`config.mk`:
```
export PLATFORM = sky130hd
export DESIGN_NAME = spi_slv_regfile_flat
export DESIGN_NICKNAME = d
export VERILOG_FILES = /design/src/rtl/spi_slv_regfile_if.sv /design/src/rtl/spi_slv_regfile.sv /design/src/flat_wrapper.sv
export SDC_FILE = /design/constraint.sdc
export NUM_CORES = 1
export LEC_CHECK = 0
export ABC_AREA = 1
export CAP_MARGIN = 20
export CORE_ASPECT_RATIO = 0.6
export CORE_MARGIN = 4
export CORE_UTILIZATION = 42
export DETAILED_ROUTE_END_ITERATION = 10
export PLACE_DENSITY = 0.7
export SYNTH_ARGS = -nofsm -noshare
export SYNTH_HDL_FRONTEND = slang
export SYNTH_SLANG_ARGS = --single-unit
```
`constraint.sdc`:
```
create_clock -name clk_i -period 6.8 [get_ports clk_i]
set_clock_uncertainty 0.1 [all_clocks]
set_input_delay 1.36 -clock clk_i [delete_from_list [all_inputs] [get_ports clk_i]]
set_output_delay 1.36 -clock clk_i [all_outputs]
set_load 0.005 [all_outputs]
```
`src/rtl/spi_slv_regfile_if.sv`:
```
// Pin-side SPI signals plus the local register port and write-notification outputs
// of the SPI slave register file.
interface spi_slv_regfile_if #(
  parameter int ADDR_W = 4
);
  logic              sck_i;
  logic              cs_ni;
  logic              mosi_i;
  logic              miso_o;
  logic              miso_oe_o;
  logic              lcl_we_i;
  logic [ADDR_W-1:0] lcl_addr_i;
  logic [7:0]        lcl_data_i;
  logic [7:0]        lcl_rdata_o;
  logic              wr_stb_o;
  logic [ADDR_W-1:0] wr_addr_o;
  logic [7:0]        wr_data_o;

  modport slave (
    input  sck_i, cs_ni, mosi_i, lcl_we_i, lcl_addr_i, lcl_data_i,
    output miso_o, miso_oe_o, lcl_rdata_o, wr_stb_o, wr_addr_o, wr_data_o
  );

  modport master (
    output sck_i, cs_ni, mosi_i, lcl_we_i, lcl_addr_i, lcl_data_i,
    input  miso_o, miso_oe_o, lcl_rdata_o, wr_stb_o, wr_addr_o, wr_data_o
  );
endinterface

```
`src/rtl/spi_slv_regfile.sv`:
```
// SPI mode-0 slave with a byte-wide register file: command byte (bit7 = read) then
// auto-incrementing data bytes; local write port and SPI write notification on the system side.
module spi_slv_regfile #(
  parameter int ADDR_W = 4
) (
  input  logic             clk_i,
  input  logic             rst_i,
  spi_slv_regfile_if.slave bus
);
  localparam int NUM_REGS = 2 ** ADDR_W;

  typedef enum logic [1:0] {IDLE, CMD, WDATA, RDATA} state_e;

  state_e            state_q, state_d;
  logic              sck_meta_q, sck_sync_q, sck_dly_q;
  logic              cs_meta_q, cs_sync_q;
  logic              mosi_meta_q, mosi_sync_q;
  logic [1:0]        flush_q;
  logic              armed_q;
  logic [2:0]        bit_cnt_q, bit_cnt_d;
  logic [7:0]        rx_sh_q, rx_sh_d;
  logic [7:0]        tx_sh_q, tx_sh_d;
  logic [ADDR_W-1:0] addr_q, addr_d;
  logic              wr_stb_q;
  logic [ADDR_W-1:0] wr_addr_q;
  logic [7:0]        wr_data_q;
  logic [7:0]        regs [NUM_REGS];

  logic              sck_rise, sck_fall, byte_done, spi_we;
  logic [7:0]        rx_byte;

  always_ff @(posedge clk_i or posedge rst_i) begin
    if (rst_i) begin
      sck_meta_q  <= 1'b0;
      sck_sync_q  <= 1'b0;
      sck_dly_q   <= 1'b0;
      cs_meta_q   <= 1'b1;
      cs_sync_q   <= 1'b1;
      mosi_meta_q <= 1'b0;
      mosi_sync_q <= 1'b0;
      flush_q     <= 2'b00;
      armed_q     <= 1'b0;
    end else begin
      sck_meta_q  <= bus.sck_i;
      sck_sync_q  <= sck_meta_q;
      sck_dly_q   <= sck_sync_q;
      cs_meta_q   <= bus.cs_ni;
      cs_sync_q   <= cs_meta_q;
      mosi_meta_q <= bus.mosi_i;
      mosi_sync_q <= mosi_meta_q;
      flush_q     <= {flush_q[0], 1'b1};
      // Only a genuinely observed deselect (not the reset value) may start a command.
      armed_q     <= armed_q | (flush_q[1] & cs_sync_q);
    end
  end

  assign sck_rise  = sck_sync_q & ~sck_dly_q & ~cs_sync_q;
  assign sck_fall  = ~sck_sync_q & sck_dly_q & ~cs_sync_q;
  assign rx_byte   = {rx_sh_q[6:0], mosi_sync_q};
  assign byte_done = sck_rise && (bit_cnt_q == 3'd7);
  assign spi_we    = byte_done && (state_q == WDATA);

  always_ff @(posedge clk_i or posedge rst_i) begin
    if (rst_i) begin
      state_q   <= IDLE;
      bit_cnt_q <= '0;
      rx_sh_q   <= '0;
      tx_sh_q   <= '0;
      addr_q    <= '0;
      wr_stb_q  <= 1'b0;
      wr_addr_q <= '0;
      wr_data_q <= '0;
    end else begin
      state_q   <= state_d;
      bit_cnt_q <= bit_cnt_d;
      rx_sh_q   <= rx_sh_d;
      tx_sh_q   <= tx_sh_d;
      addr_q    <= addr_d;
      wr_stb_q  <= spi_we;
      if (spi_we) begin
        wr_addr_q <= addr_q;
        wr_data_q <= rx_byte;
      end
    end
  end

  always_comb begin
    state_d = state_q;
    if (cs_sync_q) begin
      state_d = IDLE;
    end else begin
      case (state_q)
        IDLE:    if (armed_q) state_d = CMD;
        CMD:     if (byte_done) state_d = rx_byte[7] ? RDATA : WDATA;
        default: state_d = state_q;
      endcase
    end
  end

  always_comb begin
    bit_cnt_d = bit_cnt_q;
    rx_sh_d   = rx_sh_q;
    tx_sh_d   = tx_sh_q;
    addr_d    = addr_q;
    if (cs_sync_q) begin
      bit_cnt_d = '0;
      tx_sh_d   = '0;
    end else begin
      if (sck_rise) begin
        bit_cnt_d = bit_cnt_q + 3'd1;
        rx_sh_d   = rx_byte;
      end
      if (byte_done && state_q == CMD) addr_d = rx_byte[ADDR_W-1:0];
      if (spi_we) addr_d = addr_q + 1'b1;
      // The first fall of each read byte snapshots the register; later falls shift.
      if (sck_fall && state_q == RDATA) begin
        if (bit_cnt_q == 3'd0) begin
          tx_sh_d = regs[addr_q];
          addr_d  = addr_q + 1'b1;
        end else begin
          tx_sh_d = {tx_sh_q[6:0], 1'b0};
        end
      end
    end
  end

  always_comb begin
    bus.miso_o    = 1'b0;
    if (state_q == RDATA) bus.miso_o = tx_sh_q[7];
    bus.miso_oe_o = ~cs_sync_q;
  end

  // SPI write has priority over a local write to the same index.
  for (genvar gi = 0; gi < NUM_REGS; gi++) begin : g_reg
    logic [7:0] reg_q;
    always_ff @(posedge clk_i or posedge rst_i) begin
      if (rst_i) begin
        reg_q <= '0;
      end else if (spi_we && addr_q == ADDR_W'(gi)) begin
        reg_q <= rx_byte;
      end else if (bus.lcl_we_i && bus.lcl_addr_i == ADDR_W'(gi)) begin
        reg_q <= bus.lcl_data_i;
      end
    end
    assign regs[gi] = reg_q;
  end

  assign bus.lcl_rdata_o = regs[bus.lcl_addr_i];
  assign bus.wr_stb_o    = wr_stb_q;
  assign bus.wr_addr_o   = wr_addr_q;
  assign bus.wr_data_o   = wr_data_q;
endmodule

```
`src/flat_wrapper.sv`:
```
// flat-port wrapper written by rule: the top's interface ports become plain ports
module spi_slv_regfile_flat 
#(
  parameter int ADDR_W = 4
)
  (clk_i, rst_i, bus_sck_i, bus_cs_ni, bus_mosi_i, bus_lcl_we_i, bus_lcl_addr_i, bus_lcl_data_i, bus_miso_o, bus_miso_oe_o, bus_lcl_rdata_o, bus_wr_stb_o, bus_wr_addr_o, bus_wr_data_o);
  spi_slv_regfile_if #(.ADDR_W(ADDR_W)) bus_i ();
  input  logic clk_i;
  input  logic rst_i;
  input wire logic [$bits(bus_i.sck_i)-1:0] bus_sck_i;
  input wire logic [$bits(bus_i.cs_ni)-1:0] bus_cs_ni;
  input wire logic [$bits(bus_i.mosi_i)-1:0] bus_mosi_i;
  input wire logic [$bits(bus_i.lcl_we_i)-1:0] bus_lcl_we_i;
  input wire logic [$bits(bus_i.lcl_addr_i)-1:0] bus_lcl_addr_i;
  input wire logic [$bits(bus_i.lcl_data_i)-1:0] bus_lcl_data_i;
  output wire logic [$bits(bus_i.miso_o)-1:0] bus_miso_o;
  output wire logic [$bits(bus_i.miso_oe_o)-1:0] bus_miso_oe_o;
  output wire logic [$bits(bus_i.lcl_rdata_o)-1:0] bus_lcl_rdata_o;
  output wire logic [$bits(bus_i.wr_stb_o)-1:0] bus_wr_stb_o;
  output wire logic [$bits(bus_i.wr_addr_o)-1:0] bus_wr_addr_o;
  output wire logic [$bits(bus_i.wr_data_o)-1:0] bus_wr_data_o;
  assign bus_i.sck_i = bus_sck_i;
  assign bus_i.cs_ni = bus_cs_ni;
  assign bus_i.mosi_i = bus_mosi_i;
  assign bus_i.lcl_we_i = bus_lcl_we_i;
  assign bus_i.lcl_addr_i = bus_lcl_addr_i;
  assign bus_i.lcl_data_i = bus_lcl_data_i;
  assign bus_miso_o = bus_i.miso_o;
  assign bus_miso_oe_o = bus_i.miso_oe_o;
  assign bus_lcl_rdata_o = bus_i.lcl_rdata_o;
  assign bus_wr_stb_o = bus_i.wr_stb_o;
  assign bus_wr_addr_o = bus_i.wr_addr_o;
  assign bus_wr_data_o = bus_i.wr_data_o;
  spi_slv_regfile #(.ADDR_W(ADDR_W)) u_core (.clk_i(clk_i), .rst_i(rst_i), .bus(bus_i));
endmodule
```
# Yosys cells after proc, flatten, opt, wreduce, memory -nomap -nowiden
# Cells that the tools add are included.
[classes]
add_sub_neg = 2
multipliers = 0
div_mod_pow = 0
magnitude_cmp = 2
eq_ne = 36
n_shift = 0
muxes = 53
bitwise_logic = 11
n_reduce_logical = 61
[op_table]
columns = ["operator", "count"]
rows = [
  ["2-to-1 mux 8 bit", 39],
  ["binary-select mux 8 bit (select 4 bit)", 2],
  ["== test 4 bit (second input constant)", 16],
  ["logical AND 1 bit", 36],
  ["nonzero test 2 bit", 18],
  ["== test 4 x 3 -> 1 bit (second input constant)", 8],
  ["== test 4 x 2 -> 1 bit (second input constant)", 4],
  ["2-to-1 mux 4 bit", 4],
  ["greater-or-equal comparator 5 bit (second input constant)", 2],
  ["inverter 4 -> 5 bit", 2],
  ["== test 4 x 1 -> 1 bit (second input constant)", 2],
  ["logical NOT 4 bit", 2],
  ["2-to-1 mux 2 bit", 3],
  ["2-to-1 mux 3 bit", 2],
  ["inequality test 3 x 1 -> 1 bit (second input constant)", 2],
  ["bitwise AND 1 bit", 5],
  ["adder 4 x 1 -> 4 bit (second input constant)", 1],
  ["== test 2 bit (second input constant)", 2],
  ["case mux 2 bit (2 select lines)", 1],
  ["adder 3 x 1 -> 3 bit (second input constant)", 1],
  ["== test 3 bit (second input constant)", 1],
  ["logical NOT 3 bit", 1],
  ["inverter 1 bit", 3],
  ["AND reduction 3 bit", 1],
  ["other kinds (6)", 7],
]
[word_totals]
reg_bits = 175
latchBits = 0
ram_bits = 0
rom_bits = 0
in_bits = 18
out_inout_bits = 23
word_cells = 198
n_memories = 0

# Logic depth before layout (Yosys ltp)
# Gate-level depths: netlist of run 1.
[depth]
word_depth = 9
mapped_depth = 11
ltp_nobuf = 10

# Least setup slack after synthesis of run 1
# No wires, ideal clock.
[synth_path]
kind = "in2out"
start = "input port bus_lcl_addr_i[0]"
end = "output port bus_lcl_rdata_o[2]"
t_arrival_ns = 2.280
required_time_ns = 5.340
path_slack_ns = 3.060
cell_stages = 9
path_buffers = 2
path_cell_list = "inv_1 -> nand2_1 -> buf_2 -> inv_1 -> buf_2 -> a22oi_1 -> nand2_1 -> nand2_1 -> nand4_1"
[synth_via]
elab_chain_cells = 4
[synth_lines]
columns = ["element", "line", "rtl"]
rows = [
  ["from (decl)", "flat_wrapper.sv:14", "input wire logic [$bits(bus_i.lcl_addr_i)-1:0] bus_lcl_addr_i;"],
  ["inverter 4 -> 5 bit (not written as such)", "spi_slv_regfile.sv:148", "assign bus.lcl_rdata_o = regs[bus.lcl_addr_i];"],
  ["binary-select mux 8 bit (select 4 bit)", "spi_slv_regfile.sv:148", ""],
  ["2-to-1 mux 8 bit (not written as such) (2 in a row)", "spi_slv_regfile.sv:148", ""],
  ["to (decl)", "flat_wrapper.sv:18", "output wire logic [$bits(bus_i.lcl_rdata_o)-1:0] bus_lcl_rdata_o;"],
]
# Every way passes these cells. The select of a mux whose other input is x is not followed.

# Worst setup path after layout of run 1
[layout_path]
start = "input port bus_lcl_addr_i[0]"
end = "output port bus_lcl_rdata_o[5]"
# Same word-level chain as after synthesis.

==> results of run 1 <==
-- cell families after synthesis --
logic type | synth area share, %
fa+ha+maj | 0.788
other cells | 0.0337
buf+inv | 10.7
compound gates | 6.89
xor+xnor | 0.158
simple gates | 42.0
flops | 39.4
-- through the flow --
step	power [mW]	setup slack [ns]	cell area [um2]	utilization [%]	std cells
after global routing	3.30	0.912	12100	47.2	1886
after global placement	2.14	1.15	11500	44.8	1852
after floorplan	1.81	0.598	11100	-	1554
after detailed placement	2.15	1.13	11500	44.8	1852
after CTS	3.13	1.13	12100	47.1	1884
final	3.16	1.03	12100	47.2	1886
-- synthesized netlist by cell type, types with 11 or more instances --
| library cell | instances |
|---|---|
| clkbuf_1 | 58 |
| dfrtp_1 | 173 |
| nor2_2 | 11 |
| buf_6 | 17 |
| nand3_1 | 565 |
| buf_2 | 18 |
| nand2_1 | 316 |
| inv_1 | 148 |
| o22ai_1 | 16 |
| o21ai_0 | 48 |
| a22oi_1 | 46 |
| nor2_1 | 55 |
| buf_4 | 12 |
| nand2_4 | 16 |
-- worst min-delay path by stage --
stage          slack (ns)           endpoint              start
5_1_grt              0.27   u_core.cs_sync_q   u_core.cs_meta_q
3_5_place_dp         0.24  u_core.flush_q[1]  u_core.flush_q[0]
4_1_cts              0.26  u_core.flush_q[1]  u_core.flush_q[0]
6_report             0.25  u_core.flush_q[1]  u_core.flush_q[0]
3_3_place_gp         0.23  u_core.sck_sync_q  u_core.sck_meta_q
2_1_floorplan        0.23  u_core.flush_q[1]  u_core.flush_q[0]
-- state kept, by name, indices dropped and copies added, names as in the netlist --
register	flops
u_core.addr_q	4
u_core.armed_q	1
u_core.bit_cnt_q	3
u_core.bus.wr_addr_o	4
u_core.bus.wr_data_o	8
u_core.bus.wr_stb_o	1
u_core.cs_meta_q	1
u_core.cs_sync_q	1
u_core.flush_q	2
u_core.g.reg_q	128
u_core.mosi_meta_q	1
u_core.mosi_sync_q	1
u_core.rx_sh_q	7
u_core.sck_dly_q	1
u_core.sck_meta_q	1
u_core.sck_sync_q	1
u_core.state_q	2
u_core.tx_sh_q	8
-- per-layer routing --
metal	global-route usage [%]	up-vias
met5	0	-
li1	-	5144
met1	45.2	5446
met3	12.2	53
met2	36.0	700
met4	7.30	0
-- where the power goes --
group          internal, mW  switching, mW
Combinational         0.238          0.372
Clock                 0.488          0.491
Sequential             1.23          0.337
-- critical path, delay by kind of cell --
kind / cells / cell delay, ns
AND/OR/NAND/NOR: 2 / 0.70
AO/OA/AOI/OAI: 2 / 0.55
buffers and inverters: 4 / 1.67
-- final cells by class --
class / count / area (um2)
fill: 2596 / 13600
multi-input combinational: 1113 / 5550
sequential: 175 / 4380
inverter: 155 / 587
timing repair buffer: 59 / 573
tap: 352 / 440
clock buffer: 17 / 425
clock inverter: 15 / 151
==> results by group, run 1 <==
Global routing
  – First-pass GRT wire length: 63700 um
  – Number of global-route vias before repair: 9876
  – GRT Overall Usage: 29.0%
  – Pin count of the biggest net entering global routing: 90
  – Grt ovf: 0
  – Initial antenna violation count: 1

Cells and area
  – NumNets Final: 1546
  – Layout cell share with drive strength beyond 1: 6.19%
  – Ant diodes: 0
  – Syn-to-layout area delta: 9.00%
  – Most frequent cells in the layout: 565 x nand3_1, 316 x nand2_1, 172 x dfrtp_1
  – Most common cell after layout, fill and taps aside: nand3_1

Run status
  – Status: complete, no violations

Logic synthesis
  – Count of flip-flops with a built-in enable after synthesis: 0
  – Top_reg_cell synth: dfrtp_1
  – Register bit total from synthesis: 175
  – Post-synthesis sequential area ratio: 39.4%
  – Post-synth net total: 1579
  – FFs w/ async S/R, synth: 100%
  – Synth top area share: 39.0%
  – Synth top area cells: dfrtp_1 39%, nand3_1 25%, nand2_1 11%
  – Cell Area, Synth: between 10000 and 15000 um2
  – Post-synth top area cell: dfrtp_1
  – Gate Count Post-Synth: ~1600
  – Syn avg cell area: about 7.2 um2
  – Yosys cell types: 31
  – Yosys warns: 0

Timing
  – Max_slew headroom: a little over a fifth
  – Fmax: 173 MHz
  – Period utilization: approximately 85%
  – Setup violators final: 0
  – Final slew viol count: 0
  – Fin Setup TNS: 0 ns
  – RSZ-0062 raised after global routing: false
  – Final Hold Viols: 0
  – Post-layout min period: between 5 and 6 ns
  – WHS: 0.254 ns
  – Measured slew at the worst slew-check pin: 1.17 ns

CTS
  – CTS tree: done
  – Max clock buf depth: 2
  – Worst-Skew Late Latency: 0.46 ns
  – Total CTS buffers: 17
  – Post-CTS setup repair buffer count: 0
  – H-tree depth: 4
  – Cts repair resizes: 0
  – CTS root buf: clkbuf_16
  – Clk pin slew, worst setup/hold paths: 0.08 ns
  – Clock sink count: 175
  – CTS Hold Buffers Added: 0

Critical path
  – Worst reg2reg path startpoint: u_core.cs_sync_q
  – Worst-path cell chain: clkdlybuf4s50_1, inv_1, nor2_4, clkinv_1, o22ai_1, o21ai_0, nand4_1, clkdlybuf4s50_1
  – Slowest-stage cell, CP: clkdlybuf4s50_1
  – Worst reg2reg setup slack: 3.95 ns
  – Required time of the critical path: 5.34 ns
  – CP Capture Type: output pin
  – CP Class: in2out
  – Most frequent CP cell: clkdlybuf4s50_1
  – Worst r2r dst: u_core.g_reg[2].reg_q[0]
  – CP Max Fanout: 25
  – Setup crit start kind: primary input
  – FF-to-FF path depth: 8
  – Critical path arrival: 4.31 ns
  – Crit path from: bus_lcl_addr_i[0]
  – CP Capture Point: bus_lcl_rdata_o[5]
  – Delay of the slowest cell on the worst path: 0.55 ns

Placement
  – DP HPWL: 28800 um
  – Port bufs: 40
  – GP Congestion: 1.01

Drt
  – WL/cell: 22.5 um
  – Top Metal Used: met4
  – WL met1: 19100 um
  – DRC violation count after routing: 0
  – Via total after detailed routing: 11300
  – DRT Wirelength: 42400 um
  – WL met2: 16100 um
  – DR iter-0 viols: 2088
  – Vias per cell: approximately 6.0
  – Met3 WL post-DR: 6480 um
  – ANT nets after route: 0
  – DRT Pass-1 Iters: 6

Job
  – Max-cap viol count: 0

Die
  – Initial core utilization: about 43%
  – I/O pin cnt: 41
  – FP Rows: 45
  – Core Footprint: 25700 um2
  – Die ar.: 29200 um2
  – Chip height: 134 um
  – Die width: 218 um

Pwr
  – Lkg Pwr: 5.92 nW
  – Power per Cell Area: 261 nW/um2
  – VDD IR max: 0.221 mV

Min path
  – Hold WC Path Type: reg2reg
  – Hold path cells: 0
Power figures use the tool's default switching activity.
==> run 2: changes to the inputs <==
--- a/config.mk
+++ b/config.mk
@@ -11,7 +11,7 @@
 export CORE_MARGIN = 4
 export CORE_UTILIZATION = 42
 export DETAILED_ROUTE_END_ITERATION = 10
-export PLACE_DENSITY = 0.7
+export PLACE_DENSITY = 0.73
 export SYNTH_ARGS = -nofsm -noshare
 export SYNTH_HDL_FRONTEND = slang
 export SYNTH_SLANG_ARGS = --single-unit
==> constraint.sdc (replaced) <==
create_clock -name clk_i -period 5.2 [get_ports clk_i]
set_clock_uncertainty 0.1 [all_clocks]
set_input_delay 1.04 -clock clk_i [delete_from_list [all_inputs] [get_ports clk_i]]
set_output_delay 1.04 -clock clk_i [all_outputs]
set_load 0.005 [all_outputs]
==> run 2 against run 1 <==
  * Count of clock-buffer cells in the layout stayed put
  * Design area up 0.46%
  * Via count grew 0.41%
==> results by group, run 2 (same netlist as run 1, synthesis figures left out) <==
Timing
  – Final Hold Viols: 0 (unchanged)
  – Max_slew headroom: 15.9% (-6.0 points)
  – Post-layout min period: 4.61 ns
  – Fin Setup TNS: 0 ns (unchanged)
  – Final slew viol count: 0 (unchanged)
  – Measured slew at the worst slew-check pin: 1.26 ns (+0.0899 ns)
  – Setup violators final: 0 (unchanged)
  – Period utilization: 88.6%
  – WHS: 0.252 ns (-0.00256 ns)
  – Fmax: between 200 and 250 MHz
  – RSZ-0062 raised after global routing: false

CTS
  – Clock sink count: 175 (unchanged)
  – H-tree depth: 4 (unchanged)
  – Clk pin slew, worst setup/hold paths: 0.07 ns (about the same)
  – Post-CTS setup repair buffer count: 0 (unchanged)
  – Max clock buf depth: 2 (unchanged)
  – Cts repair resizes: 0 (unchanged)
  – CTS tree: done
  – Worst-Skew Late Latency: 0.46 ns (about the same)
  – CTS root buf: clkbuf_16
  – CTS Hold Buffers Added: 0 (unchanged)
  – Total CTS buffers: 17 (unchanged)

Global routing
  – Pin count of the biggest net entering global routing: 176 (+96%)
  – Initial antenna violation count: 0 (-1)
  – Grt ovf: 0 (unchanged)
  – GRT Overall Usage: 29.1% (+0.070 points)
  – First-pass GRT wire length: 64000 um (+0.57%)
  – Number of global-route vias before repair: 9969 (+0.94%)

Drt
  – DRC violation count after routing: 0 (unchanged)
  – Vias per cell: 6.03 (+0.25%)
  – ANT nets after route: 0 (unchanged)
  – WL/cell: 22.7 um (+0.72%)
  – DRT Wirelength: 42800 um (+0.88%)
  – DR iter-0 viols: 1938 (-7.2%)
  – DRT Pass-1 Iters: 6 (unchanged)
  – Via total after detailed routing: 11400 (+0.41%)

Placement
  – Port bufs: 40 (unchanged)
  – Placed Instance Area: 11500 um2 (+0.19%)
  – DP HPWL: 28800 um (about the same)
  – Placed Cells: 1855 (+0.16%)
  – GP Congestion: 1.03 (+1.9%)

Die
  – Chip height: 134 um (unchanged)
  – FP Rows: 45 (unchanged)
  – Die ar.: 29200 um2 (unchanged)
  – Core Footprint: 25700 um2 (unchanged)
  – Die width: 218 um (unchanged)
  – I/O pin cnt: 41 (unchanged)
  – Initial core utilization: 43.3% (unchanged)

Cells and area
  – Most frequent cells in the layout: 565 x nand3_1, 316 x nand2_1, 172 x dfrtp_1
  – Max reg flops: 128 (unchanged)
  – Non-filler cells, final: 1889 (+0.16%)
  – Most common cell after layout, fill and taps aside: nand3_1
  – Fill count: 2605 (+0.35%)
  – Ant diodes: 0 (unchanged)
  – Syn-to-layout area delta: 9.50%
  – Design area: 12200 um2 (+0.46%)
  – Layout cell share with drive strength beyond 1: 6.38% (+0.18 points)
  – NumNets Final: 1549 (+0.19%)
  – Most flops, register: u_core.g.reg_q

Critical path
  – Required time of the critical path: 4.06 ns (-1.28 ns)
  – Critical path arrival: 3.47 ns (-0.84 ns)
  – Worst reg2reg setup slack: 2.35 ns (-1.60 ns)
  – CP Max Fanout: 18 (-28%)
  – FF-to-FF path depth: 8 (unchanged)
  – Worst r2r dst: u_core.g_reg[4].reg_q[7]
  – Worst reg2reg path startpoint: u_core.cs_sync_q
  – Setup crit start kind: primary input
  – CP Class: in2out
  – CP Capture Type: output pin
  – Crit path from: bus_lcl_addr_i[0]

Pwr
  – Power per Cell Area: 348 nW/um2 (+33%)
  – Lkg Pwr: 5.95 nW (+0.48%)
  – Pwr Total: 4.23 mW (+34%)
  – VDD IR max: 0.260 mV (+18%)

Min path
  – Hold WC Path Type: reg2reg
  – Hold path cells: 0 (unchanged)
  – Min-delay src: u_core.sck_meta_q
  – Worst hold endpoint: u_core.sck_sync_q

Job
  – Max-cap viol count: 0 (unchanged)

Run status
  – Status: complete, no violations
-- run 2: routing by layer --
metal	global-route usage [%]	vias up	routed length, um
met4	7.58	2	898
met1	45.9	5383	19000
met5	2.17	-	96
met3	12.2	69	7170
met2	35.1	780	15700
li1	-	5156	-
-- run 2: worst max-delay path by stage --
stage	to	slack, ns	depth (start not counted)
after floorplan	u_core.addr_q[0]	1.82	1
after global placement	bus_lcl_rdata_o[5]	0.63	10
after detailed placement	bus_lcl_rdata_o[5]	0.63	10
after CTS	bus_lcl_rdata_o[5]	0.63	10
after global routing	bus_lcl_rdata_o[5]	0.45	10
final	bus_lcl_rdata_o[5]	0.59	10
-- run 2: cell type report --
cell class                 count  area (um2)  area share [%]
tap                          352         440            3.62
sequential                   175        4380            36.0
multi-input combinational   1113        5550            45.6
inverter                     155         586            4.81
clock inverter                15         186            1.53
clock buffer                  17         425            3.50
timing repair buffer          62         596            4.89
-- run 2: power breakdown --
part	leakage, nW	total (mW)	switching, mW	internal (mW)
Sequential	2.14	2.07	0.458	1.61
Clock	0.302	1.35	0.659	0.694
Combinational	3.51	0.811	0.495	0.316
Total	5.95	4.23	1.61	2.62
-- run 2: metrics by stage --
stage | utilization (%) | worst slack (ns)
2_1_floorplan | - | 1.82
3_3_place_gp | 44.9 | 0.630
3_5_place_dp | 44.9 | 0.634
4_1_cts | 47.3 | 0.633
5_1_grt | 47.4 | 0.448
6_report | 47.4 | 0.591
-- run 2: critical path: stages --
cell,delay (ns)
clkdlybuf4s50_1,0.55
inv_1,0.11
nand2_1,0.30
inv_1,0.21
buf_4,0.26
a22oi_1,0.19
nand2_1,0.08
nand2_1,0.06
nand4_1,0.16
clkdlybuf4s50_1,0.50
